[src/rtl/trap_controller.sv]
// trap_controller: machine-mode trap consumer for the rafi core.
// Commits mepc/mcause/mtval/mstatus when a trap is taken. Then it holds flush
// for DRAIN_CYCLES and issues a one-cycle redirect to the captured target.
// The mret return path is present only when RAFI_TRAP_MRET_EN is defined.
// When the macro is undefined, mretValid is ignored.
module trap_controller #(
  parameter int          DRAIN_CYCLES = 2,
  parameter logic [31:0] RESET_PC     = 32'h8000_0000
) (
  input  logic        clk,
  input  logic        rstN,
  input  logic        trapValid,
  input  logic [3:0]  trapCause,
  input  logic [31:0] trapValue,
  input  logic [31:0] trapPc,
  input  logic        mretValid,
  input  logic        csrWriteEnable,
  input  logic [11:0] csrWriteAddr,
  input  logic [31:0] csrWriteValue,
  output logic        ready,
  output logic        flush,
  output logic        redirectValid,
  output logic [31:0] redirectPc,
  output logic [31:0] mtvec,
  output logic [31:0] mepc,
  output logic [31:0] mcause,
  output logic [31:0] mtval,
  output logic        mstatusMie,
  output logic        mstatusMpie
);

  typedef enum logic [1:0] {IDLE, FLUSH, REDIRECT} state_t;

  // Counter load value: a zero count means this is the last flush cycle.
  localparam logic [3:0] DRAIN_LOAD = 4'(DRAIN_CYCLES - 1);

  state_t      state_reg, state_next;
  logic [3:0]  count_reg, count_next;
  logic [31:0] target_reg, target_next;
  logic [31:0] mtvec_reg, mepc_reg, mcause_reg, mtval_reg;
  logic        mie_reg, mpie_reg;
  logic        trap_accept, mret_accept;

  assign trap_accept = (state_reg == IDLE) && trapValid;

`ifdef RAFI_TRAP_MRET_EN
  // A trap that arrives in the same cycle as an mret wins, and the mret is dropped.
  assign mret_accept = (state_reg == IDLE) && mretValid && !trapValid;
`else
  logic unused_mret;
  assign unused_mret = mretValid;
  assign mret_accept = 1'b0;
`endif

  // mepc is word aligned, so the low PC bits are never stored.
  logic unused_pc_bits;
  assign unused_pc_bits = ^trapPc[1:0];

  // Next-state logic: IDLE accepts a trap or mret, FLUSH drains, REDIRECT lasts one cycle.
  always_comb begin
    state_next  = state_reg;
    count_next  = count_reg;
    target_next = target_reg;
    case (state_reg)
      IDLE: begin
        if (trap_accept) begin
          state_next  = FLUSH;
          count_next  = DRAIN_LOAD;
          target_next = {mtvec_reg[31:2], 2'b00};
        end else if (mret_accept) begin
          state_next  = FLUSH;
          count_next  = DRAIN_LOAD;
          target_next = mepc_reg;
        end
      end
      FLUSH: begin
        if (count_reg == 4'd0) state_next = REDIRECT;
        else                   count_next = count_reg - 4'd1;
      end
      REDIRECT: state_next = IDLE;
      default:  state_next = IDLE;
    endcase
  end

  // Sequencer registers. An asynchronous reset aborts any drain that is in progress.
  always_ff @(posedge clk or negedge rstN) begin
    if (!rstN) begin
      state_reg  <= IDLE;
      count_reg  <= 4'd0;
      target_reg <= 32'd0;
    end else begin
      state_reg  <= state_next;
      count_reg  <= count_next;
      target_reg <= target_next;
    end
  end

  // CSR file. CSR writes are applied first, and trap or mret updates are
  // assigned later so they override a same-cycle write to the same register.
  always_ff @(posedge clk or negedge rstN) begin
    if (!rstN) begin
      mtvec_reg  <= 32'd0;
      mepc_reg   <= 32'd0;
      mcause_reg <= 32'd0;
      mtval_reg  <= 32'd0;
      mie_reg    <= 1'b0;
      mpie_reg   <= 1'b0;
    end else begin
      if (csrWriteEnable) begin
        case (csrWriteAddr)
          12'h300: begin
            mie_reg  <= csrWriteValue[3];
            mpie_reg <= csrWriteValue[7];
          end
          12'h305: mtvec_reg  <= {csrWriteValue[31:2], 2'b00};
          12'h341: mepc_reg   <= {csrWriteValue[31:2], 2'b00};
          12'h342: mcause_reg <= csrWriteValue;
          12'h343: mtval_reg  <= csrWriteValue;
          default: ;
        endcase
      end
      if (trap_accept) begin
        mepc_reg   <= {trapPc[31:2], 2'b00};
        mcause_reg <= {28'd0, trapCause};
        mtval_reg  <= trapValue;
        mpie_reg   <= mie_reg;
        mie_reg    <= 1'b0;
      end else if (mret_accept) begin
        mie_reg  <= mpie_reg;
        mpie_reg <= 1'b1;
      end
    end
  end

  // Every output is decoded from state or taken directly from a register.
  assign ready         = (state_reg == IDLE);
  assign flush         = (state_reg == FLUSH);
  assign redirectValid = (state_reg == REDIRECT);
  assign redirectPc    = (state_reg == REDIRECT) ? target_reg : RESET_PC;
  assign mtvec         = mtvec_reg;
  assign mepc          = mepc_reg;
  assign mcause        = mcause_reg;
  assign mtval         = mtval_reg;
  assign mstatusMie    = mie_reg;
  assign mstatusMpie   = mpie_reg;

endmodule

[config.mk]
export PLATFORM = sky130hd
export DESIGN_NAME = trap_controller
export DESIGN_NICKNAME = d
export VERILOG_FILES = /design/src/rtl/trap_controller.sv
export SDC_FILE = /design/constraint.sdc
export NUM_CORES = 1
export LEC_CHECK = 0
export ABC_AREA = 1
export ABC_CLOCK_PERIOD_IN_PS = 1600
export BUFFER_PORTS_ARGS = -buffer_cell sky130_fd_sc_hd__buf_2
export CAP_MARGIN = 20
export CELL_PAD_IN_SITES_DETAIL_PLACEMENT = 1
export CELL_PAD_IN_SITES_GLOBAL_PLACEMENT = 2
export CORE_ASPECT_RATIO = 0.7
export CORE_MARGIN = 5
export CORE_UTILIZATION = 27
export DETAILED_ROUTE_END_ITERATION = 10
export MAX_ROUTING_LAYER = met4
export PLACE_DENSITY = 0.91
export SYNTH_ARGS = -nofsm -noshare
export SYNTH_HDL_FRONTEND = slang
export SYNTH_SLANG_ARGS = --single-unit
[constraint.sdc]
create_clock -name clk -period 1.6 [get_ports clk]
set_input_delay 0.32 -clock clk [delete_from_list [all_inputs] [get_ports clk]]
set_output_delay 0.32 -clock clk [all_outputs]
set_load 0.01 [all_outputs]
==> run metrics, run 1 <==
run status=finished with violations; violated checks=setup timing; total power of the final layout=0.01721 W; Critical Path Start=state_reg[0]; Finished Layout Cells=1670; CP max FO=6; Post-DP HPWL=22920 um; Detail Route Antenna Nets=0; sequential cell area fraction in the yosys report=53.42%; R2R Path Start=state_reg[0]; clock buffers created by TritonCTS=17; final worst clock skew=0.01468 ns; sequential share of power=32.0%; number of hold violations in the final report=0; relative contribution of the clock network to total power=24.4%; Post-Synthesis Mean Instance Area=7.856 um^2; total length of routed wires=34510 um; maximum operating frequency=0.5654 GHz; Most Used Layer, Global Route=met2; Cells after DPL=1591; worst endpoint required time=1.92 ns; max-cap violations=0; filler cell count=3362; class of the most critical setup path=flop to flop; unrepaired setup endpoints after global routing=yes; share of the core filled with cells=40.30%; Net Sw Frac=38.23%; LEAKAGE=6.243 nW; total grt overflow=0; number of DRC violations after detailed-routing iteration 0=435; final worst-path cycle share=110.5%; minimum clock period after layout=1.769 ns; DIE AREA=31610 um^2; global routing usage on met2=30.57%; die width=210.4 um; number of storage elements in the synthesis netlist=162; # rows=51; CP startpoint kind=flop; least setup slack across all paths after layout=-0.1688 ns; cell internal power dissipation=0.01063 W; worst setup slack for register-to-register paths=-0.17 ns; Final Slew Violations=0; maximum VDD drop=0.7103 mV; Detailed Routing Iterations Pass 1=5; largest buffer count on any clock path=2; instance count of the mapped netlist=966; Power per Cell Area=1538 nW/um^2; FF+latch area=4054 um^2; starting density of the core=27.34%; Total Routing Usage GR=20.22%; clock root buffer=sky130_fd_sc_hd__clkbuf_16; Top-Level Pins=282; Die Height=150.3 um; Hold/Removal Path Class=primary input to flop; number of unique standard cell types used by synthesis=22; fraction of layout instances using a drive strength above 1=33.54%; Buffers on Ports=272; type of element capturing the critical path=flop; area of the mapped netlist=7589 um^2; total number of yosys warnings=0; vias after detailed routing=7994; first-pass GRT wire length=47570 um; remaining design rule violation count=0; post-synth top area cell=sky130_fd_sc_hd__dfrtp_1; area used by multi-input combinational logic=3166 um^2; Final Setup Violations=150; layout overhead on the synthesized area=47.40%; cells taking the most area after synthesis=sky130_fd_sc_hd__dfrtp_1 53%, sky130_fd_sc_hd__nand2_1 22%, sky130_fd_sc_hd__nand3_1 8.5%, sky130_fd_sc_hd__buf_2 2.9%, sky130_fd_sc_hd__nand4_1 2.4%; Yosys top cell area share=53.42%; initial antenna violation count=9; post-place instance area=9635 um^2; placeable core area=27760 um^2; number of nets in the finished design=1397; total non-filler cell area in the finished layout=11190 um^2; switching power of the nets=0.006578 W; final weighted congestion in routability-driven placement=0.8380; H-tree levels=4; global routing usage on met3=5.811%; met1 demand-to-capacity share in global routing=26.79%; pin count of the biggest net entering global routing=53; average routed wire per standard cell=20.66 um; CTS tree=done; via density per instance=4.787; Comb power frac=43.6%; endpoint arrival time on the critical path=2.09 ns; clock slew at the register clock pins of the worst setup and hold paths=0.07 ns; worst slack at placement=-0.2014 ns; worst skew pair latency=0.44 ns; number of sinks handled by clock tree synthesis=162; hold path startpoint=trapValue[30]; via count of the first global-routing pass=8047
## per-stage QoR
step / setup TNS, ns / hold WS, ns
final: -15.84 / 0.1676
after global routing: -27.23 / 0.1594
after CTS: -5.297 / 0.1360
after detailed placement: -13.24 / 0.2693
after global placement: -5.870 / 0.2701
after floorplan: 0 / 0.02441
## layout make-up
type	count	area share, %
diodes	8	0.1790
clock inverters	10	1.130
well taps	371	4.150
multi-input cells	699	28.30
flip-flops and latches	162	36.24
clock buffers	22	4.150
repair buffers	356	24.31
inverters	42	1.544
## layer usage
layer | vias to the layer above | routed length [um]
li1 | 3682 | -
met1 | 4001 | 15910
met2 | 280 | 15570
met3 | 31 | 2577
met4 | 0 | 443
met5 | - | 0
## cells in the final DEF (no fill, tap or decap), types with 3 or more instances in the layout
cell type / n
sky130_fd_sc_hd__nor2_4: 8
sky130_fd_sc_hd__nand2_8: 4
sky130_fd_sc_hd__nor2_1: 28
sky130_fd_sc_hd__nand2_4: 5
sky130_fd_sc_hd__clkbuf_1: 3
sky130_fd_sc_hd__dfrtp_1: 162
sky130_fd_sc_hd__buf_12: 18
sky130_fd_sc_hd__conb_1: 6
sky130_fd_sc_hd__nand3_1: 129
sky130_fd_sc_hd__inv_1: 38
sky130_fd_sc_hd__nand2_1: 426
sky130_fd_sc_hd__clkbuf_16: 32
sky130_fd_sc_hd__buf_16: 6
sky130_fd_sc_hd__nand2_2: 14
sky130_fd_sc_hd__buf_6: 17
sky130_fd_sc_hd__nor2_2: 13
sky130_fd_sc_hd__o21ai_1: 18
sky130_fd_sc_hd__diode_2: 8
sky130_fd_sc_hd__buf_4: 28
sky130_fd_sc_hd__buf_2: 266
sky130_fd_sc_hd__clkinv_4: 3
sky130_fd_sc_hd__nand4_1: 29
sky130_fd_sc_hd__clkinvlp_4: 3
sky130_fd_sc_hd__buf_8: 5
sky130_fd_sc_hd__o21ai_0: 15
## cell families (layout without fill, tap and decap cells)
logic type | after synthesis | after routing | synth area share (%)
flops | 162 | 162 | 53.42
buf+inv | 112 | 430 | 7.716
fa+ha+maj | 2 | 2 | 0.3297
simple gates | 656 | 658 | 36.31
other cells | 1 | 14 | 0.04942
compound gates | 33 | 33 | 2.176
## power groups by stage
stage	clock [W]	sequential, W	combinational, W
2_1_floorplan	0	0.00584	0.00268
5_1_grt	0.00448	0.00560	0.00816
6_report	0.00420	0.00550	0.00750
3_3_place_gp	0	0.00552	0.00533
3_5_place_dp	0	0.00554	0.00549
4_1_cts	0.00432	0.00550	0.00562
## synth_stat cells
library cell,count
sky130_fd_sc_hd__nor2_4,1
sky130_fd_sc_hd__buf_4,15
sky130_fd_sc_hd__buf_2,44
sky130_fd_sc_hd__nand2_1,441
sky130_fd_sc_hd__or2_1,1
sky130_fd_sc_hd__inv_1,41
sky130_fd_sc_hd__nor2_1,45
sky130_fd_sc_hd__nand2_2,4
sky130_fd_sc_hd__buf_6,7
sky130_fd_sc_hd__o21ai_0,18
sky130_fd_sc_hd__ha_1,2
sky130_fd_sc_hd__nand2_4,2
sky130_fd_sc_hd__o21ai_1,15
sky130_fd_sc_hd__nand3_1,129
sky130_fd_sc_hd__clkbuf_2,1
sky130_fd_sc_hd__conb_1,1
sky130_fd_sc_hd__clkbuf_1,3
sky130_fd_sc_hd__nand4_1,29
sky130_fd_sc_hd__dfrtp_1,162
sky130_fd_sc_hd__nand3b_4,1
sky130_fd_sc_hd__inv_2,1
sky130_fd_sc_hd__nor2_2,3
## critical path, stage by stage, from the launching register on
cell                        delay (ns)
sky130_fd_sc_hd__dfrtp_1          0.42
sky130_fd_sc_hd__buf_4            0.17
sky130_fd_sc_hd__nor2_4           0.25
sky130_fd_sc_hd__nand2_8          0.17
sky130_fd_sc_hd__buf_6            0.17
sky130_fd_sc_hd__clkbuf_16        0.15
sky130_fd_sc_hd__buf_4            0.15
sky130_fd_sc_hd__nand4_1          0.09
sky130_fd_sc_hd__nand2_1          0.06
## repair_timing
item,CTS,global route
cloned,0,20
hold buffers,1,0
setup endpoints to repair,32,90
gates resized for setup,20,68
buffers inserted,2,17
hold endpoints to repair,32,0
pin swaps,2,5
## path summary, 6_finish.rpt
check                                 endpoint  cells after the start
worst min-delay path                 mtval[30]                      5
worst min register to register  target_reg[31]                      2
worst max-delay path                 mcause[6]                      8
worst max register to register       mcause[6]                      8
max in group asynchronous             mepc[24]                      3
min in group asynchronous            mtvec[29]                      2
Note: power is estimated with default switching activity, not from simulation.
==> run 2: changes to the inputs <==
ABC_AREA = unset   (was 1)
CORE_UTILIZATION = 31   (was 27)
==> run metrics, run 2 <==
H-tree levels=4; max-cap violations=0; worst relative slew slack=64.47%; worst-margin pin slew=0.5258 ns; cells along the critical path=buf_6 > nor2b_4 > buf_12 > buf_12 > and2_4 > buf_6; LEAKAGE=5.839 nW; run status=finished with violations; number of storage elements in the synthesis netlist=162; Net Sw Frac=34.91%; most frequent cells in the layout=240 x sky130_fd_sc_hd__buf_2, 160 x sky130_fd_sc_hd__dfrtp_1, 116 x sky130_fd_sc_hd__a21oi_1; maximum operating frequency=0.5134 GHz; total power of the final layout=0.01561 W; final worst-path cycle share=121.7%; Detailed Routing Iterations Pass 1=4; initial antenna violation count=5; instance count of the mapped netlist=719; relative contribution of the clock network to total power=27.9%; routed wire length on met3=1865 um; starting density of the core=31.49%; # rows=49; total length of routed wires=30020 um; hold path startpoint=csrWriteValue[26]; slowest stage delay, CP=0.41 ns; CTS tree=done; switching power of the nets=0.005448 W; clock buffers created by TritonCTS=17; Finished Layout Cells=1365; via density per instance=5.134; unrepaired setup endpoints after global routing=yes; remaining design rule violation count=0; DIE AREA=29480 um^2; number of sinks handled by clock tree synthesis=162; sequential share of power=35.3%; Critical Path Start=state_reg[0]; CP startpoint kind=flop; largest buffer count on any clock path=2; Hold/Removal Path Class=primary input to flop; cells taking the most area after synthesis=sky130_fd_sc_hd__dfrtp_1 50%, sky130_fd_sc_hd__mux2i_1 12%, sky130_fd_sc_hd__a21oi_1 8.4%, sky130_fd_sc_hd__nor4bb_1 8.3%, sky130_fd_sc_hd__mux2_2 8.1%; share of flip-flops with an asynchronous set or reset after synthesis=100.0%; Fin Setup TNS=-34.35 ns; clock slew at the register clock pins of the worst setup and hold paths=0.07 ns; total number of yosys warnings=0; minimum clock period after layout=1.948 ns; Die Height=145.2 um; Final Slew Violations=0; Detail Route Antenna Nets=0; worst endpoint required time=1.28 ns; top cells by count, synth=162 x sky130_fd_sc_hd__dfrtp_1, 135 x sky130_fd_sc_hd__a21oi_1, 98 x sky130_fd_sc_hd__mux2i_1; most instantiated library cell after synthesis=sky130_fd_sc_hd__dfrtp_1; cell internal power dissipation=0.01016 W; fraction of layout instances using a drive strength above 1=49.66%; type of element capturing the critical path=output port; area of the mapped netlist=8090 um^2; post-synth top area cell=sky130_fd_sc_hd__dfrtp_1; final weighted congestion in routability-driven placement=0.7923; class of the most critical setup path=flop to output port; Power per Cell Area=1332 nW/um^2; met1 routed wirelength after detailed routing=13810 um; final worst clock skew=0.01012 ns; prevailing post-synth register cell=sky130_fd_sc_hd__dfrtp_1; number of nets in the finished design=1136; sequential cell area fraction in the yosys report=50.11%; Buffers on Ports=272; Top-Level Pins=282; pin count of the biggest net entering global routing=56; average routed wire per standard cell=21.99 um; worst skew pair latency=0.43 ns; Total Routing Usage GR=20.18%; clock root buffer=sky130_fd_sc_hd__clkbuf_16; first-pass GRT wire length=45640 um; placeable core area=25690 um^2; Post-Synthesis Mean Instance Area=11.25 um^2; number of synthesized flops with an enable pin=0; Comb power frac=36.8%; Final Setup Violations=177; maximum VDD drop=0.8538 mV; Post-DP HPWL=20270 um; number of hold violations in the final report=0; via count of the first global-routing pass=7619; most common cell after layout, fill and taps aside=sky130_fd_sc_hd__buf_2; number of DRC violations after detailed-routing iteration 0=261; layout overhead on the synthesized area=44.82%; CP max FO=7; Cells after DPL=1310; violated checks=setup timing; Yosys top cell area share=50.11%; total grt overflow=0; vias after detailed routing=7008; met2 wire length=13810 um; number of unique standard cell types used by synthesis=35; die width=203.1 um; endpoint arrival time on the critical path=1.63 ns; highest-delay cell along the critical path=sky130_fd_sc_hd__dfrtp_2; top layer in use=met4; least setup slack across all paths after layout=-0.3478 ns; filler cell count=2816; R2R Path Start=state_reg[0]
[run 2: worst paths after layout]
| check | endpoint | slack, ns | cells after the start |
|---|---|---|---|
| worst max-delay path | redirectPc[2] | -0.35 | 6 |
| worst min-delay path | mcause[26] | 0.16 | 3 |
| worst max register to register | mtval[28] | -0.28 | 6 |
| worst min register to register | target_reg[15] | 0.50 | 1 |
| max in group asynchronous | state_reg[1] | 0.66 | 3 |
| min in group asynchronous | mtval[21] | 0.37 | 2 |
[run 2: cells by family (layout without fill, tap and decap cells)]
group | count (synthesis) | after routing | synth area share [%]
buf+inv | 73 | 378 | 4.299
compound gates | 137 | 137 | 8.553
fa+ha+maj | 2 | 2 | 0.3093
other cells | 1 | 11 | 0.04635
flops | 162 | 162 | 50.11
mux | 158 | 158 | 20.48
simple gates | 186 | 186 | 16.21
[run 2: cell type report]
type / instances / area (um^2) / area share [%]
multi-input cells: 489 / 4071 / 34.75
clock inverters: 7 / 122.6 / 1.047
clock buffers: 24 / 491.7 / 4.197
flip-flops and latches: 162 / 4056 / 34.62
diodes: 5 / 12.51 / 0.1068
repair buffers: 344 / 2536 / 21.65
inverters: 3 / 11.26 / 0.09611
well taps: 331 / 414.1 / 3.535
[run 2: metrics by stage]
step / setup WS (ns) / hold slack [ns] / area (um^2) / util, %
floorplan: -0.2414 / 0.02441 / 8230 / -
global placement: -0.4645 / 0.2741 / 10220 / 39.77
detailed placement: -0.5060 / 0.2677 / 10220 / 39.77
CTS: -0.3826 / 0.1257 / 11320 / 44.07
global route: -0.4308 / 0.1363 / 11720 / 45.61
finish: -0.3478 / 0.1590 / 11720 / 45.61
[run 2: timing repair]
| item | 4_1_cts | 5_1_grt |
|---|---|---|
| cloned | 5 | 3 |
| setup buffers | 7 | 5 |
| resized for setup | 61 | 74 |
| setup endpoints to repair | 80 | 180 |
| pin swaps | 24 | 5 |
| hold buffers | 1 | 0 |
| endpoints found under the hold margin | 28 | 0 |
[run 2: metal layers]
layer	vias to the layer above	track usage (%)
met5	-	-
met1	3548	26.51
li1	3206	-
met2	221	30.84
met3	33	6.045
met4	0	4.954
[run 2: power by group through the flow]
stage / logic, W / clock network, W / registers (W)
final: 0.00575 / 0.00435 / 0.00551
after global routing: 0.00625 / 0.00466 / 0.00560
after CTS: 0.00535 / 0.00446 / 0.00549
after detailed placement: 0.00494 / 0 / 0.00553
after global placement: 0.00475 / 0 / 0.00550
after floorplan: 0.00239 / 0 / 0.00583
[run 2: critical path: cells and delay by family, from the launching register on]
family	cells	cell delay (ns)
DFF	1	0.41
and+or+nand+nor	2	0.29
buffers and inverters	4	0.49
==> run 3: changes to the inputs <==
CELL_PAD_IN_SITES_DETAIL_PLACEMENT = unset   (was 1)
CELL_PAD_IN_SITES_GLOBAL_PLACEMENT = unset   (was 2)
CORE_UTILIZATION = 40   (was 31)
PLACE_DENSITY = 0.77   (was 0.91)
==> run metrics, run 3 (synthesis results as in run 2) <==
run status=finished with violations; fraction of layout instances using a drive strength above 1=57.14%; filler cell count=1582; most frequent cells in the layout=250 x sky130_fd_sc_hd__buf_2, 160 x sky130_fd_sc_hd__dfrtp_1, 98 x sky130_fd_sc_hd__mux2i_1; unrepaired setup endpoints after global routing=yes; Detail Route Antenna Nets=0; worst endpoint required time=1.28 ns; worst skew pair latency=0.42 ns; initial antenna violation count=3; via count of the first global-routing pass=7351; die width=180.0 um; least setup slack across all paths after layout=-0.3241 ns; number of nets in the finished design=1149; minimum clock period after layout=1.924 ns; total length of routed wires=29600 um; Hold/Removal Path Class=primary input to flop; hold path startpoint=csrWriteValue[6]; depth of the most critical reg-to-reg path=6; Final Setup Violations=191; FF+latch area=4056 um^2; Post-DP HPWL=17870 um; CP startpoint kind=flop; clock slew at the register clock pins of the worst setup and hold paths=0.08 ns; CTS tree=done; endpoint of the worst register-to-register path=target_reg[24]; final weighted congestion in routability-driven placement=0.8542; maximum operating frequency=0.5197 GHz; average routed wire per standard cell=22.47 um; maximum VDD drop=0.6712 mV; number of sinks handled by clock tree synthesis=162; remaining design rule violation count=0; worst setup slack for register-to-register paths=-0.32 ns; Final Slew Violations=0; number of hold violations in the final report=0; worst relative slew slack=47.11%; max-cap violations=0; Die Height=129.0 um; violated checks=setup timing; slowest stage delay, CP=0.41 ns; total grt overflow=0; starting density of the core=40.75%; Cells after DPL=1242; via density per instance=5.547; final worst-path cycle share=120.3%; Finished Layout Cells=1317; # rows=43; share of the core filled with cells=62.04%; vias after detailed routing=7306; R2R Path Start=state_reg[0]; total power of the final layout=0.01656 W; DIE AREA=23210 um^2; type of element capturing the critical path=output port; Top-Level Pins=282; Buffers on Ports=272; Power per Cell Area=1344 nW/um^2; LEAKAGE=6.114 nW; class of the most critical setup path=flop to output port; first-pass GRT wire length=41410 um; placeable core area=19850 um^2; layout overhead on the synthesized area=52.24%; endpoint arrival time on the critical path=1.60 ns; Total Routing Usage GR=23.43%; largest buffer count on any clock path=2; pin count of the biggest net entering global routing=59; Detailed Routing Iterations Pass 1=5; worst-margin pin slew=0.7826 ns; cells along the critical path=buf_6 > nor2b_4 > buf_12 > buf_12 > and2_4 > buf_6; number of DRC violations after detailed-routing iteration 0=541; Final Hold Slack=0.1723 ns; most common cell after layout, fill and taps aside=sky130_fd_sc_hd__buf_2; Worst Hold End=mcause[6]; final worst clock skew=0.008665 ns; highest-delay cell along the critical path=sky130_fd_sc_hd__dfrtp_2; CP max FO=8; clock root buffer=sky130_fd_sc_hd__clkbuf_16; area used by multi-input combinational logic=4393 um^2; Fin Setup TNS=-34.82 ns; clock buffers created by TritonCTS=17; H-tree levels=4; instance count along the most critical hold path=3
## run 3: where the power goes
group,internal (W),total [W],leakage (nW),switching (W)
Clock,0.00254,0.00442,0.310,0.00188
Sequential,0.00496,0.00564,2.15,0.000685
Combinational,0.00311,0.00650,3.65,0.00338
Total,0.0106,0.0166,6.11,0.00594
## run 3: per-stage QoR
step           setup WS, ns  area (um^2)
2_1_floorplan       -0.2414         8230
3_3_place_gp        -0.4861        10030
3_5_place_dp        -0.5148        10030
4_1_cts             -0.3456        11190
5_1_grt             -0.3976        12310
6_report            -0.3241        12320
## run 3: final cells by class
class                           count  share of cell area (%)
Antenna cell                        4                 0.08127
Clock buffer                       17                   3.454
Tap cell                          270                   2.743
Inverter                            3                 0.09143
Sequential cell                   162                   32.93
Timing Repair Buffer              357                   23.31
Multi-Input combinational cell    489                   35.67
Clock inverter                     15                   1.717
## run 3: worst max-delay path by stage
stage	start	to	slack (ns)	cells past startpoint
after floorplan	csrWriteAddr[1]	mtvec[10]	-0.24	4
after global placement	csrWriteAddr[1]	mtvec[17]	-0.49	5
after detailed placement	csrWriteAddr[1]	mtvec[18]	-0.51	5
after CTS	state_reg[0]	redirectPc[5]	-0.35	6
after global routing	state_reg[0]	redirectPc[12]	-0.40	6
final	state_reg[0]	redirectPc[27]	-0.32	6
## run 3: critical path: cells and delay by family (launching register included)
| family | cells | cell delay, ns |
|---|---|---|
| buffers and inverters | 4 | 0.48 |
| and+or+nand+nor | 2 | 0.29 |
| DFF | 1 | 0.41 |
## run 3: metal layers
layer | vias up | GRT usage, % | routed length, um | part of all wire (%)
li1 | 3229 | - | - | -
met1 | 3673 | 30.97 | 12960 | 44
met2 | 369 | 35.88 | 13790 | 47
met3 | 35 | 6.216 | 2464 | 8.3
met4 | 0 | 6.762 | 386 | 1.3
met5 | - | - | 0 | 0
## run 3: what timing repair did
item                                    4_1_cts  5_1_grt
hold buffers                                  1        0
gates resized for setup                      49      181
endpoints found under the hold margin        27        0
buffers inserted                              7        7
pin swaps                                    19        9
cloned                                       10       15
endpoints found under the setup margin       74      192
